## src/rtl/accel_pkg.sv

```systemverilog
// Shared widths and saturation bounds for the accelerator activation paths.
package accel_pkg;

  localparam int PSUM_W  = 32;
  localparam int ACT_W   = 8;
  localparam int SHIFT_W = 5;

  function automatic int sat_max(input int w);
    return (1 << (w - 1)) - 1;
  endfunction

  function automatic int sat_min(input int w);
    return -(1 << (w - 1));
  endfunction

endpackage

```

## src/rtl/requant_sat.sv

```systemverilog
// Combinational ReLU + signed clamp of a wide requantized value to OUT_W bits.
module requant_sat
  import accel_pkg::*;
#(
  parameter int QW    = PSUM_W + 1,
  parameter int OUT_W = ACT_W
) (
  input  logic signed [QW-1:0]    q,
  input  logic                    relu,
  output logic        [OUT_W-1:0] result,
  output logic                    sat_flag
);

  localparam logic signed [QW-1:0] MAXV = QW'(sat_max(OUT_W));
  localparam logic signed [QW-1:0] MINV = QW'(sat_min(OUT_W));

  // ReLU wins over clamping: a negative value zeroed by ReLU is not a saturation event.
  always_comb begin
    result   = q[OUT_W-1:0];
    sat_flag = 1'b0;
    if (relu && q[QW-1]) begin
      result = '0;
    end else if (q > MAXV) begin
      result   = MAXV[OUT_W-1:0];
      sat_flag = 1'b1;
    end else if (q < MINV) begin
      result   = MINV[OUT_W-1:0];
      sat_flag = 1'b1;
    end
  end

endmodule

```

## src/rtl/psum_requant.sv

```systemverilog
// Two-stage requantizer for 32-bit partial sums: round + shift, then ReLU/clamp,
// with valid/ready on both sides and a sticky saturation-event counter.
module psum_requant
  import accel_pkg::*;
#(
  parameter int IN_W  = PSUM_W,
  parameter int OUT_W = ACT_W,
  parameter int CNT_W = 16
) (
  input  logic               clk,
  input  logic               rst_n,
  input  logic               s_valid,
  output logic               s_ready,
  input  logic [IN_W-1:0]    s_data,
  input  logic [SHIFT_W-1:0] cfg_shift,
  input  logic               cfg_relu,
  output logic               m_valid,
  input  logic               m_ready,
  output logic [OUT_W-1:0]   m_data,
  output logic [CNT_W-1:0]   sat_cnt,
  input  logic               sat_clr
);

  // One extra bit so sum + rounding constant can never wrap.
  localparam int QW = IN_W + 1;

  logic                    v1_q, v1_d, v2_q, v2_d;
  logic signed [QW-1:0]    q1_q, q1_d;
  logic                    relu1_q, relu1_d;
  logic        [OUT_W-1:0] data2_q, data2_d;
  logic        [CNT_W-1:0] cnt_q, cnt_d;

  logic                    adv1, adv2;
  logic signed [QW-1:0]    sx, rnd, t, q_s;
  logic        [OUT_W-1:0] res;
  logic                    sat;

  assign adv2    = !v2_q || m_ready;
  assign adv1    = !v1_q || adv2;
  assign s_ready = adv1;
  assign m_valid = v2_q;
  assign m_data  = data2_q;
  assign sat_cnt = cnt_q;

  always_comb begin
    sx  = $signed({s_data[IN_W-1], s_data});
    rnd = '0;
    if (cfg_shift != '0) rnd = QW'(1) << (cfg_shift - SHIFT_W'(1));
    t   = sx + rnd;
    q_s = t >>> cfg_shift;
  end

  requant_sat #(.QW(QW), .OUT_W(OUT_W)) u_sat (
    .q        (q1_q),
    .relu     (relu1_q),
    .result   (res),
    .sat_flag (sat)
  );

  always_comb begin
    v1_d    = v1_q;
    q1_d    = q1_q;
    relu1_d = relu1_q;
    v2_d    = v2_q;
    data2_d = data2_q;
    cnt_d   = cnt_q;
    if (adv1) begin
      v1_d = s_valid;
      if (s_valid) begin
        q1_d    = q_s;
        relu1_d = cfg_relu;
      end
    end
    if (adv2) begin
      v2_d = v1_q;
      if (v1_q) data2_d = res;
    end
    // Clear beats a same-edge increment; the count sticks at all-ones.
    if (sat_clr)                                   cnt_d = '0;
    else if (adv2 && v1_q && sat && cnt_q != '1)   cnt_d = cnt_q + CNT_W'(1);
  end

  always_ff @(posedge clk) begin
    if (!rst_n) begin
      v1_q    <= 1'b0;
      q1_q    <= '0;
      relu1_q <= 1'b0;
      v2_q    <= 1'b0;
      data2_q <= '0;
      cnt_q   <= '0;
    end else begin
      v1_q    <= v1_d;
      q1_q    <= q1_d;
      relu1_q <= relu1_d;
      v2_q    <= v2_d;
      data2_q <= data2_d;
      cnt_q   <= cnt_d;
    end
  end

endmodule

```

## config.mk

```make
export PLATFORM = sky130hd
export DESIGN_NAME = psum_requant
export DESIGN_NICKNAME = d
export VERILOG_FILES = /design/src/rtl/accel_pkg.sv /design/src/rtl/requant_sat.sv /design/src/rtl/psum_requant.sv
export SDC_FILE = /design/constraint.sdc
export NUM_CORES = 1
export LEC_CHECK = 0
export CAP_MARGIN = 20
export CORE_MARGIN = 8
export CORE_UTILIZATION = 50
export CTS_CLUSTER_SIZE = 20
export DETAILED_ROUTE_END_ITERATION = 8
export GPL_TIMING_DRIVEN = 0
export HOLD_SLACK_MARGIN = 0.03
export PLACE_DENSITY = 0.82
export SETUP_SLACK_MARGIN = 0.05
export SYNTH_ARGS = -nofsm -noshare
export SYNTH_HDL_FRONTEND = slang
export SYNTH_SLANG_ARGS = --single-unit
```

## constraint.sdc

```tcl
create_clock -name clk -period 5.7 [get_ports clk]
set_input_delay 1.14 -clock clk [delete_from_list [all_inputs] [get_ports clk]]
set_output_delay 1.14 -clock clk [all_outputs]
set_load 0.01 [all_outputs]
```

==> reports/metrics.cfg <==
[grt]
grt_overflow=0
grt_max_degree=12
use_met1=0.3979
grt_pass1_wl_um=43760
top_usage_layer=met2
grt_pass1_vias=7826
grt_usage=0.3032
use_met2=0.4659
grt_use_met3=0.05646
antenna_found_initial=0

[final_layout]
drive_gt1_frac=0.1311
fin_area_mm2=0.008538
fin_nets=1117
final_cells=1225
n_antenna_cell=0
layout-area-overhead-vs-synth_pct=20.50

[timing]
fin_crit_ns=5.538
max_freq_mhz=180.6
tightest_slew_ns=0.7719
rsz0062_at_grt=false
setup-tns-final_ns=0
timing.final.crit_share=0.9716
final_hold_viol_count=0
slew_headroom=0.4810
setup_ws_ns=0.1618
setup_viol=0
skew_ns=0.008291
whs_ns=0.4620
final_max_slew_viol_count=0

[logic_synthesis]
avgSynthCellArea_um2=7.373
synthCells=961
syn_nets=1038
synth_cell_types=89
yosysSeqAreaShare=0.1695
synth-edff-count=0
synth_area_mm2=0.007086
synth-seq-cells=60
synth_warnings=0
ys_async_sr_fraction=0
synth-main-ff-cell=dfxtp_1

[power]
powerDensity_mw_per_mm2=192.9
seq_power_share=0.285
p_clk_frac=0.379
vdd_drop_max_mv=0.1260
leakagePower_nw=3.215
p_int_w=0.001084
combinationalPowerShare=0.336
p_sw_w=0.0005630
swShare=0.3418

[worst_setup_path]
endpoint=q1_q[3]
cp_max_fo=10
cp_slowest_stage_delay_ns=0.54
reg2reg_depth=10
end_kind=flip-flop
timing.rr.start=q1_q[7]
cp_cell_sequence=clkbuf_2 > clkinv_4 > clkbuf_8 > clkbuf_2 > clkbuf_4 > nor4_2 > fa_1 > a211oi_4 > o21ai_2 > a211o_1 > a31o_4 > a21oi_2 > xnor2_1 > mux2_2 > mux4_2 > a221oi_4 > a31oi_1
worst_ep_required_time_ns=5.90
critPathKind=input pin to flip-flop
startpoint_type=input pin
crit_slowest_cell=mux4_2
cpMostUsedCell=clkbuf_2
worstSetupStartpoint=cfg_shift[1]
rr_endpoint=sat_cnt[15]
critPathArrivalTime_ns=5.74
r2r_setup_slack_ns=2.41

[floorplanning]
dieArea_mm2=0.01824
die_height_um=135.0
io_pins=69
die_w_um=135.0
core_area_mm2=0.01388
std_cell_rows=43
floorplan.initialDensity=0.5105

[cts]
clockBufferDepth=2
tritoncts=done
cts_buffers=9
cts_root_buffer=clkbuf_16
clk_pin_slew_ns=0.05
cts_hold_buf=0
htreeDepth=3
clock_latency_ns=0.32
clkSinkCount=60

[placement]
port-buffer-count=64
pre_cts_ws_ns=-1.320
hpwl_um=22260
gp_congestion=1.031
numPlacedInstances=1205
place_area_mm2=0.007951

[worst_hold_path]
hold_path_class=flip-flop to flip-flop
min_from=m_data[6]

[route]
drtPass1Iterations=5
via_per_inst=6.850
wl_per_cell_um=23.25
drc=0
drtAntennaViolNets=0
drt_wl_total_um=28480
drt_iter0_markers=1020
vias=8391

[flow_run]
maxCapViolCount=0

[run_status]
outcome=complete, no violations

sequential cells by signal, summed over array words and instances, names as in the netlist:
register	flops
m_data	8
v1_q	1
relu1_q	1
m_valid	1
sat_cnt	16
q1_q	33
timing repair:
item / in CTS / in global routing
endpoints found under the setup margin: 33 / 30
buffers inserted: 1 / 3
resized for setup: 34 / 45
pin swaps: 1 / 2
worst max-delay path, delay by kind of cell:
kind            cells  cell delay (ns)
buf+inv             5             1.21
mux                 2             0.86
xor+xnor            1             0.17
fa+ha+maj           1             0.48
simple gates        1             0.10
compound gates      7             1.74
metrics by stage:
step / utilization / total power (W)
finish: 0.6151 / 0.001647
global route: 0.6151 / 0.001701
CTS: 0.6061 / 0.001616
detailed placement: 0.5728 / 0.0009857
global placement: 0.5728 / 0.0009863
floorplan: - / 0.0008107
cells by family (layout without fill, tap and decap cells):
kind of cell | Yosys count | in the layout | share of synthesized area
compound gates | 347 | 347 | 0.3451
xor+xnor | 42 | 42 | 0.05192
fa+ha+maj | 34 | 34 | 0.06110
buf+inv | 77 | 161 | 0.05562
flops | 60 | 60 | 0.1695
mux | 40 | 40 | 0.07893
other cells | 1 | 1 | 0.0005292
simple gates | 360 | 360 | 0.2373
area by class of cell:
type,instances,area (µm²)
buffer,66,391.6
clock buffer,10,229.0
clock inverter,6,111.4
fill,1283,5343
inverter,11,46.29
multi-input combinational,824,5660
sequential,60,1201
tap,180,225.2
timing repair buffer,68,673.1
cells in the mapped netlist (5+ instances only):
master      n  area share
and2_1      8      0.0071
nor3_1     18       0.013
o21ai_1     8      0.0057
a221o_1     5      0.0071
o21bai_1    5      0.0053
nor4_1     17       0.015
nand4_1    20       0.018
a21o_1      7      0.0074
o21a_1     11       0.012
a21boi_0   17       0.018
clkbuf_8    6       0.012
a221oi_1    9       0.011
mux2_2      8       0.013
xor2_1     25       0.031
o221ai_1    7      0.0087
nand2_1   105       0.056
or2_2       7      0.0062
and4_1      5      0.0062
a211o_1    10       0.012
a211oi_1   15       0.016
or3_1      11      0.0097
nand3_1    27       0.019
nor2b_1     7      0.0062
o211a_1     7      0.0099
a21oi_1    66       0.047
xnor2_1    17       0.021
and3_1     10      0.0088
mux4_2      8       0.025
buf_2      13      0.0092
clkbuf_1   38       0.020
nor2_1    113       0.060
dfxtp_1    60        0.17
mux2i_1    21       0.030
a22oi_1     6      0.0064
ha_1       33       0.058
o31ai_1     8      0.0085
o211ai_1   18       0.019
a31oi_1    16       0.014
o21ai_0    67       0.047
inv_1       8      0.0042
routing by layer:
layer | wire (µm) | vias to the layer above | share of wire
met5 | 0 | - | 0
met4 | 1311 | 0 | 0.046
met3 | 2996 | 95 | 0.11
met2 | 12400 | 535 | 0.44
met1 | 11780 | 3926 | 0.41
li1 | - | 3835 | -
power groups by stage:
| stage | Clock [W] | Combinational (W) | Sequential (W) |
|---|---|---|---|
| 6_report | 0.000625 | 0.000553 | 0.000470 |
| 5_1_grt | 0.000643 | 0.000585 | 0.000473 |
| 4_1_cts | 0.000627 | 0.000521 | 0.000469 |
| 3_5_place_dp | 0 | 0.000508 | 0.000477 |
| 3_3_place_gp | 0 | 0.000510 | 0.000476 |
| 2_1_floorplan | 0 | 0.000340 | 0.000471 |
how the worst min path moves through the flow:
stage | cells past startpoint | endpoint
3_5_place_dp | 2 | m_data[6]
5_1_grt | 2 | m_data[7]
2_1_floorplan | 1 | q1_q[1]
4_1_cts | 2 | m_data[7]
6_report | 2 | m_data[6]
3_3_place_gp | 2 | m_data[2]
placed cells by master (no fill, tap or decap), types with 10 or more instances in the layout:
cell type,count
ha_1,33
or3_1,11
a211oi_1,11
nand4_1,20
xor2_1,24
a21oi_1,64
nand2_1,102
clkdlybuf4s50_1,63
o21ai_1,10
o211ai_1,18
a211o_1,10
nor4_1,13
mux2i_1,19
and3_1,10
dfxtp_1,60
xnor2_1,16
a31oi_1,16
buf_2,15
o21a_1,11
nor3_1,18
clkbuf_2,14
a21boi_0,16
nand3_1,27
nor2_1,110
clkbuf_1,21
o21ai_0,64
No activity file was read; power rests on OpenSTA's default activity.
